$ cat src/rtl/scarv_cop_issue.sv
// scarv_cop_issue: host-side initiator of the CPU-to-COP instruction interface.
// Takes one ISE instruction at a time from the CPU, forwards the encoding and
// rs1 to the coprocessor, waits for its response and returns writeback data
// and status to the CPU. Non-ISE opcodes are rejected locally with status 6.
//
// Optional feature macro: SCARV_COP_ISSUE_TIMEOUT_EN
//   When defined, a WAIT-state response timeout aborts with status 7 and the
//   late response is later consumed and discarded (stale flag).
//
// Ports:
//   g_clk, g_rst          clock, asynchronous active-high reset
//   cpu_insn_*            instruction request from the CPU (ack is combinational)
//   cop_insn_*            instruction offered to the coprocessor
//   cop_rsp_*             coprocessor response
//   cpu_rsp_*             response returned to the CPU
//   cpu_busy              block is not idle
module scarv_cop_issue #(
  parameter logic [6:0]  COP_OPCODE     = 7'b0101011,
  parameter int unsigned TIMEOUT_CYCLES = 1023
) (
  input  logic        g_clk,
  input  logic        g_rst,
  input  logic        cpu_insn_req,
  output logic        cpu_insn_ack,
  input  logic [31:0] cpu_insn_enc,
  input  logic [31:0] cpu_insn_rs1,
  output logic        cop_insn_valid,
  input  logic        cop_insn_ready,
  output logic [31:0] cop_insn_enc,
  output logic [31:0] cop_insn_rs1,
  input  logic        cop_rsp_valid,
  output logic        cop_rsp_ready,
  input  logic        cop_rsp_wen,
  input  logic [31:0] cop_rsp_wdata,
  input  logic [2:0]  cop_rsp_status,
  output logic        cpu_rsp_valid,
  input  logic        cpu_rsp_ready,
  output logic        cpu_rsp_wen,
  output logic [4:0]  cpu_rsp_rd,
  output logic [31:0] cpu_rsp_wdata,
  output logic [2:0]  cpu_rsp_status,
  output logic        cpu_busy
);

  localparam int unsigned CntW = 10;

  localparam logic [1:0] S_IDLE  = 2'd0;
  localparam logic [1:0] S_ISSUE = 2'd1;
  localparam logic [1:0] S_WAIT  = 2'd2;
  localparam logic [1:0] S_RESP  = 2'd3;

  localparam logic [2:0] ST_REJECT  = 3'd6;
  localparam logic [2:0] ST_TIMEOUT = 3'd7;

  // Elaboration-time range check on the timeout parameter.
  if (TIMEOUT_CYCLES < 1 || TIMEOUT_CYCLES > 1023) begin : g_bad_timeout
    $error("scarv_cop_issue: TIMEOUT_CYCLES must be in 1..1023");
  end

  logic [1:0]  r_state;
  logic [1:0]  w_state_nxt;
  logic        w_accept;
  logic        w_is_cop;
  logic        w_rsp_take;
  logic        w_timeout;
  logic        w_stale;

  logic [31:0] r_cop_enc;
  logic [31:0] r_cop_rs1;
  logic        r_rsp_wen;
  logic [4:0]  r_rsp_rd;
  logic [31:0] r_rsp_wdata;
  logic [2:0]  r_rsp_status;

`ifdef SCARV_COP_ISSUE_TIMEOUT_EN
  logic [CntW-1:0] r_cnt;
  logic            r_stale;

  assign w_stale   = r_stale;
  // Abort at the end of the TIMEOUT_CYCLES-th WAIT cycle without a usable response.
  assign w_timeout = (r_state == S_WAIT) && !w_rsp_take &&
                     (r_cnt == CntW'(TIMEOUT_CYCLES - 1));

  // WAIT-cycle counter (cleared outside WAIT) and stale-response flag.
  always_ff @(posedge g_clk or posedge g_rst) begin
    if (g_rst) begin
      r_cnt   <= '0;
      r_stale <= 1'b0;
    end else begin
      r_cnt <= (r_state == S_WAIT) ? r_cnt + CntW'(1) : '0;
      if (w_timeout)
        r_stale <= 1'b1;
      else if (r_stale && cop_rsp_valid)
        r_stale <= 1'b0;
    end
  end
`else
  assign w_stale   = 1'b0;
  assign w_timeout = 1'b0;
`endif

  // Handshake decodes; ack is gated by reset so outputs read idle during reset.
  assign w_accept   = (r_state == S_IDLE) && cpu_insn_req && !g_rst;
  assign w_is_cop   = (cpu_insn_enc[6:0] == COP_OPCODE);
  // A response seen while stale is the aborted one and is dropped.
  assign w_rsp_take = (r_state == S_WAIT) && cop_rsp_valid && !w_stale;

  // State register.
  always_ff @(posedge g_clk or posedge g_rst) begin
    if (g_rst) r_state <= S_IDLE;
    else       r_state <= w_state_nxt;
  end

  // Next-state logic.
  always_comb begin
    w_state_nxt = r_state;
    case (r_state)
      S_IDLE:  if (w_accept) w_state_nxt = w_is_cop ? S_ISSUE : S_RESP;
      S_ISSUE: if (cop_insn_ready) w_state_nxt = S_WAIT;
      S_WAIT:  if (w_rsp_take || w_timeout) w_state_nxt = S_RESP;
      S_RESP:  if (cpu_rsp_ready) w_state_nxt = S_IDLE;
      default: w_state_nxt = S_IDLE;
    endcase
  end

  // Instruction and response payload registers.
  always_ff @(posedge g_clk or posedge g_rst) begin
    if (g_rst) begin
      r_cop_enc    <= '0;
      r_cop_rs1    <= '0;
      r_rsp_wen    <= 1'b0;
      r_rsp_rd     <= '0;
      r_rsp_wdata  <= '0;
      r_rsp_status <= '0;
    end else begin
      if (w_accept) begin
        r_rsp_rd <= cpu_insn_enc[11:7];
        if (w_is_cop) begin
          r_cop_enc <= cpu_insn_enc;
          r_cop_rs1 <= cpu_insn_rs1;
        end else begin
          r_rsp_wen    <= 1'b0;
          r_rsp_wdata  <= '0;
          r_rsp_status <= ST_REJECT;
        end
      end
      if (w_rsp_take) begin
        r_rsp_wen    <= cop_rsp_wen;
        r_rsp_wdata  <= cop_rsp_wdata;
        r_rsp_status <= cop_rsp_status;
      end else if (w_timeout) begin
        r_rsp_wen    <= 1'b0;
        r_rsp_wdata  <= '0;
        r_rsp_status <= ST_TIMEOUT;
      end
    end
  end

  assign cpu_insn_ack   = w_accept;
  assign cop_insn_valid = (r_state == S_ISSUE);
  assign cop_insn_enc   = r_cop_enc;
  assign cop_insn_rs1   = r_cop_rs1;
  assign cop_rsp_ready  = (r_state == S_WAIT) || w_stale;
  assign cpu_rsp_valid  = (r_state == S_RESP);
  assign cpu_rsp_wen    = r_rsp_wen;
  assign cpu_rsp_rd     = r_rsp_rd;
  assign cpu_rsp_wdata  = r_rsp_wdata;
  assign cpu_rsp_status = r_rsp_status;
  assign cpu_busy       = (r_state != S_IDLE);

endmodule
$ cat config.mk
export PLATFORM = sky130hd
export DESIGN_NAME = scarv_cop_issue
export DESIGN_NICKNAME = d
export VERILOG_FILES = /design/src/rtl/scarv_cop_issue.sv
export SDC_FILE = /design/constraint.sdc
export NUM_CORES = 1
export LEC_CHECK = 0
export BUFFER_PORTS_ARGS = -buffer_cell sky130_fd_sc_hd__buf_4
export CAP_MARGIN = 10
export CORE_MARGIN = 2
export CORE_UTILIZATION = 50
export CTS_CLUSTER_DIAMETER = 30
export DETAILED_ROUTE_END_ITERATION = 12
export GPL_TIMING_DRIVEN = 0
export PLACE_DENSITY = 0.86
export RECOVER_POWER = 50
export SLEW_MARGIN = 15
export SYNTH_ARGS = -nofsm -noshare
export SYNTH_HDL_FRONTEND = slang
export SYNTH_SLANG_ARGS = --single-unit
$ cat constraint.sdc
create_clock -name g_clk -period 5.25 [get_ports g_clk]
set_input_delay 0.2625 -clock g_clk [delete_from_list [all_inputs] [get_ports g_clk]]
set_output_delay 0.2625 -clock g_clk [all_outputs]
set_load 0.005 [all_outputs]
* Word level (Yosys, flattened, before mapping) *
Index checks and enable logic that the tools add are counted.
W data, S select, Z words.

storage, ports and cells
  flip-flop bits (word level) = 107
  word-level logic and storage cells = 41
  output and inout bits = 110
  input port bits = 106

operators by class
  mux-type cells = 15
  equality and inequality tests = 9
  reductions and logical operators = 10

operator list
  kind                  number
  $mux W32              3
  $mux W2               5
  $mux W3               3
  $ne A2 B1 Y1 const B  4
  $pmux W2 S4           1
  $eq A7 B6 Y1 const B  1
  $eq A2 B2 Y1 const B  2
  $reduce_and A2 Y1     2
  $reduce_and A4 Y1     1
  $reduce_bool A2 Y1    2
  $logic_and A1 B1 Y1   3
  $mux W1               3
  $eq A2 B1 Y1 const B  1
  $logic_not A2 Y1      1
  $ne A2 B2 Y1 const B  1
  $logic_not A1 Y1      1

* Logic depth before layout (Yosys ltp) *
  depth after elaboration = 5
  mapped depth = 7
  depth with buffers taken out = 5

* Least setup slack after synthesis *
Ideal clock, no wire load.

  path type = input-to-reg
  start = in g_rst
  end = reg r_cop_enc[30] (netlist: cop_insn_enc[30])
  stages on the path = 5
  setup time = 125 ps
  path slack = 1388 ps
  data required time = 5125 ps
  buffers on the path = 2
  arrival = 3737 ps
  cell sequence = inv_1 and4_4 buf_12 buf_6 mux2_2

on the way
  word-level cells in the longest chain between the ends = 3

RTL lines
  what                                line  source
  start: declaration                  22    input logic g_rst,
  $logic_not A1 Y1 (no source line)   n/a
  $logic_and A1 B1 Y1                 103   assign w_accept = (r_state == S_IDLE) && cpu_insn_req && !g_rst;
  $reduce_and A2 Y1 (no source line)  n/a
  end signal: assignment              139   r_cop_enc <= cpu_insn_enc;
  end: declaration                    68    logic [31:0] r_cop_enc;

Every way passes these cells.
A chain may end at the register's enable or synchronous reset.

* Final worst setup path *
  start = reg r_state[0]
  end = reg r_rsp_wdata[20] (netlist: cpu_rsp_wdata[20])

on the way
  word-level cells in the longest chain between the ends = 5
  elaborated cells between the ends (all ways) = 9
  those cells by class = eq/ne: 2; mux: 1; reduce/logical: 6

RTL lines
  what                                 line  source
  start: declaration                   60    logic [1:0] r_state;
  start signal: assignment             111   else r_state <= w_state_nxt;
  $logic_not A2 Y1                     103
  $logic_and A1 B1 Y1 (2 in a row)     103
  $reduce_bool A2 Y1 (no source line)  n/a
  $reduce_and A2 Y1 (no source line)   n/a
  end signal: assignment               149   r_rsp_wdata <= cop_rsp_wdata;
  end: declaration                     72    logic [31:0] r_rsp_wdata;

Several ways; a longest one is shown, not always the timed one.

==> reports/metrics.yaml <==
floorplan:
  dieArea_um2: 9710
  io_pins: 216
  core.rowCount: 34
  start_util_pct: 51.5
  core_area_um2: 8680
  die_w_um: 98.5
  die_h_um: 98.5
setup_path:
  critPathCaptureType: "flip-flop"
  rr_worst_depth: 6
  cp_cell_sequence: "inv_1 -> ha_1 -> nand3b_2 -> a21oi_2 -> clkbuf_2 -> o21ai_0"
  start_kind: "flip-flop"
  cp_max_fo: 10
  critPathSlowestCell: "dfrtp_1"
  crit_arrival_ns: 2.33
  crit_required_ns: 5.47
  path_class: "flip-flop to flip-flop"
  slowest_delay_ns: 0.43
yosys:
  synth-seq-cells: 107
  synth.distinct_cells: 27
  syn_area_um2: 4470
  yosys_warnings: 0
  syn_nets: 437
  avgSynthCellArea_um2: 13.7
  ys_seq_area_share_pct: 59.9
  syn_inst: 326
placement:
  dp_slack_ns: 3.12
  gp_congestion: 0.790
  numPlacedInstances: 650
  io_buffers: 215
  hpwl_um: 8490
  placed_area_um2: 6250
cells_and_area:
  areaGrowthSynthToFinish_pct: 42.4
  fill_cells: 619
  finalNetCount: 665
  fin_area_um2: 6360
  finalNonFillerCells: 667
  num_antenna_cells: 0
  drive_gt1_share_pct: 51.5
clocking:
  cts_setup_buffers: 0
  clkLatencyLatePin_ns: 0.35
  clk_pin_slew_ns: 0.10
  h-tree-depth: 3
  cts.path.max_buffers: 2
  cts_sinks: 107
  cts_tree: "done"
  clock-root-buffer: "clkbuf_8"
  cts_buffers: 9
  cts_resized: 0
  holdBufCountCts: 1
sta:
  hold_viol: 0
  finalCritPeriodShare_pct: 40.1
  worst_clock_skew_ns: 0.0123
  period_needed_ns: 2.11
  hold_ws_ns: 0.101
  drv_slew: 0
  setup_viol: 0
  relSlewSlack_pct: 68.4
  fmax_mhz: 475
  setup_tns_ns: 0
  rsz0062_at_grt: "false"
  fin_ws_ns: 3.14
  tightest_slew_ns: 0.474
power:
  p_leak_uw: 0.00327
  switching_power_uw: 702
  power.internal_uw: 1590
  ir_drop_mv: 0.212
  swShare_pct: 30.7
  combPwrFrac_pct: 30.0
  clkPwrFrac_pct: 22.8
  powerDensity_nw_per_um2: 360
  power_frac_seq_pct: 47.2
route:
  wl_per_cell_um: 16.6
  drc: 0
  totalWireLength_um: 11100
  first_iter_violations: 72
  first_pass_iters: 4
  ant_nets: 0
  vias: 3303
  vias_per_cell: 4.95
flow_run:
  drv_cap: 0
min_path:
  hold_class: "primary input to flip-flop"
  hold_depth: 3
global_route:
  grt-ovfl-total: 0
  grt_max_degree: 58
  grt_pass1_vias: 3614
  grt_use_total_pct: 23.3
  antenna_found_initial: 0
  grt_pass1_wl_um: 18100
run_status:
  status: "complete, no violations"
==> synth_stat cells <==
| cell type | n | share of area, % |
|---|---|---|
| dfrtp_1 | 107 | 60 |
| nand2_1 | 69 | 5.8 |
| mux2_4 | 50 | 17 |
| o21ai_0 | 32 | 3.6 |
| mux2_2 | 12 | 3.0 |
| buf_12 | 6 | 2.7 |
| clkbuf_1 | 6 | 0.50 |
| nor2b_1 | 6 | 0.84 |
| ha_1 | 5 | 1.4 |
| inv_1 | 5 | 0.42 |
| or2_2 | 4 | 0.56 |
| clkbuf_2 | 3 | 0.34 |
| and2_1 | 2 | 0.28 |
| mux2i_1 | 2 | 0.45 |
| nand2b_1 | 2 | 0.28 |
| nor2_1 | 2 | 0.17 |
| o21ai_1 | 2 | 0.22 |
| o31a_1 | 2 | 0.39 |
| a2111oi_4 | 1 | 0.62 |
| a21oi_2 | 1 | 0.20 |
| a31o_2 | 1 | 0.20 |
| and3b_1 | 1 | 0.20 |
| and4_4 | 1 | 0.25 |
| and4bb_2 | 1 | 0.28 |
| buf_2 | 1 | 0.11 |
| buf_6 | 1 | 0.25 |
| nand3b_2 | 1 | 0.25 |
==> final cells by class <==
cell class	instances	area (µm²)	share of cell area, %
Buffer	17	174	2.73
Clock buffer	10	138	2.16
Clock inverter	6	70.1	1.10
Inverter	5	23.8	0.374
Multi-Input combinational cell	197	1600	25.1
Sequential cell	107	2680	42.1
Tap cell	108	135	2.12
Timing Repair Buffer	217	1550	24.3
==> cells in the final DEF, fill, tap and decap left out, types with 4 or more instances in the layout <==
master / netlist / final
or2_2: 4 / 4
clkbuf_8: 0 / 10
clkbuf_4: 0 / 78
inv_1: 5 / 4
nand2_1: 69 / 69
ha_1: 5 / 5
dfrtp_1: 107 / 107
mux2_2: 12 / 12
clkbuf_1: 6 / 33
nor2b_1: 6 / 6
inv_6: 0 / 4
buf_4: 0 / 109
o21ai_0: 32 / 32
mux2_4: 50 / 50
buf_12: 6 / 6
==> layer usage <==
metal,track usage (%),wire length [µm],up-vias,part of all wire (%)
li1,-,-,1541,-
met4,6.43,163,0,1.5
met3,5.89,894,16,8.1
met1,29.1,4490,1579,40
met5,0,0,-,0
met2,40.5,5560,167,50
==> final timing paths <==
kind                              startpoint  slack [ns]                end
max                               r_state[0]        3.14  cpu_rsp_wdata[20]
min                        cop_rsp_wdata[29]        0.10  cpu_rsp_wdata[29]
max reg2reg                       r_state[0]        3.14  cpu_rsp_wdata[20]
min reg2reg                  cop_insn_enc[5]        0.47    cop_insn_enc[5]
max in group asynchronous              g_rst        4.07   cop_insn_rs1[25]
min in group asynchronous              g_rst        0.53   cop_insn_enc[12]
==> power groups by stage <==
stage / Clock (µW) / Sequential [µW] / Combinational, µW
finish: 522 / 1080 / 687
global route: 567 / 1100 / 769
CTS: 533 / 1080 / 738
detailed placement: 0 / 1090 / 739
global placement: 0 / 1090 / 699
floorplan: 0 / 1100 / 304
==> sequential cells by signal, summed over array words and instances (netlist names) <==
signal,count
cop_insn_enc,32
cop_insn_rs1,32
cpu_rsp_wdata,32
cpu_rsp_rd,5
cpu_rsp_status,3
r_state,2
cpu_rsp_wen,1
==> logic make-up after synthesis <==
group | synth area share [%]
AO/OA/AOI/OAI | 5.21
adder cells (fa/ha/maj) | 1.40
multiplexers | 20.3
flip-flops | 59.9
buffers and inverters | 4.31
AND/OR/NAND/NOR | 8.90
==> worst max-delay path: cells and delay by family, from the launching register on <==
| kind | cells | cell delay (ns) |
|---|---|---|
| buffers and inverters | 2 | 0.42 |
| DFF | 1 | 0.43 |
| adders and majority gates | 1 | 0.30 |
| and+or+nand+nor | 1 | 0.27 |
| AOI/OAI and AO/OA | 2 | 0.57 |
==> stage by stage <==
step | total power, µW | utilization (%)
floorplan | 1400 | -
global placement | 1790 | 71.7
detailed placement | 1830 | 72.0
CTS | 2360 | 74.5
global route | 2440 | 73.3
finish | 2290 | 73.3
(Power assumes the default switching activity.)
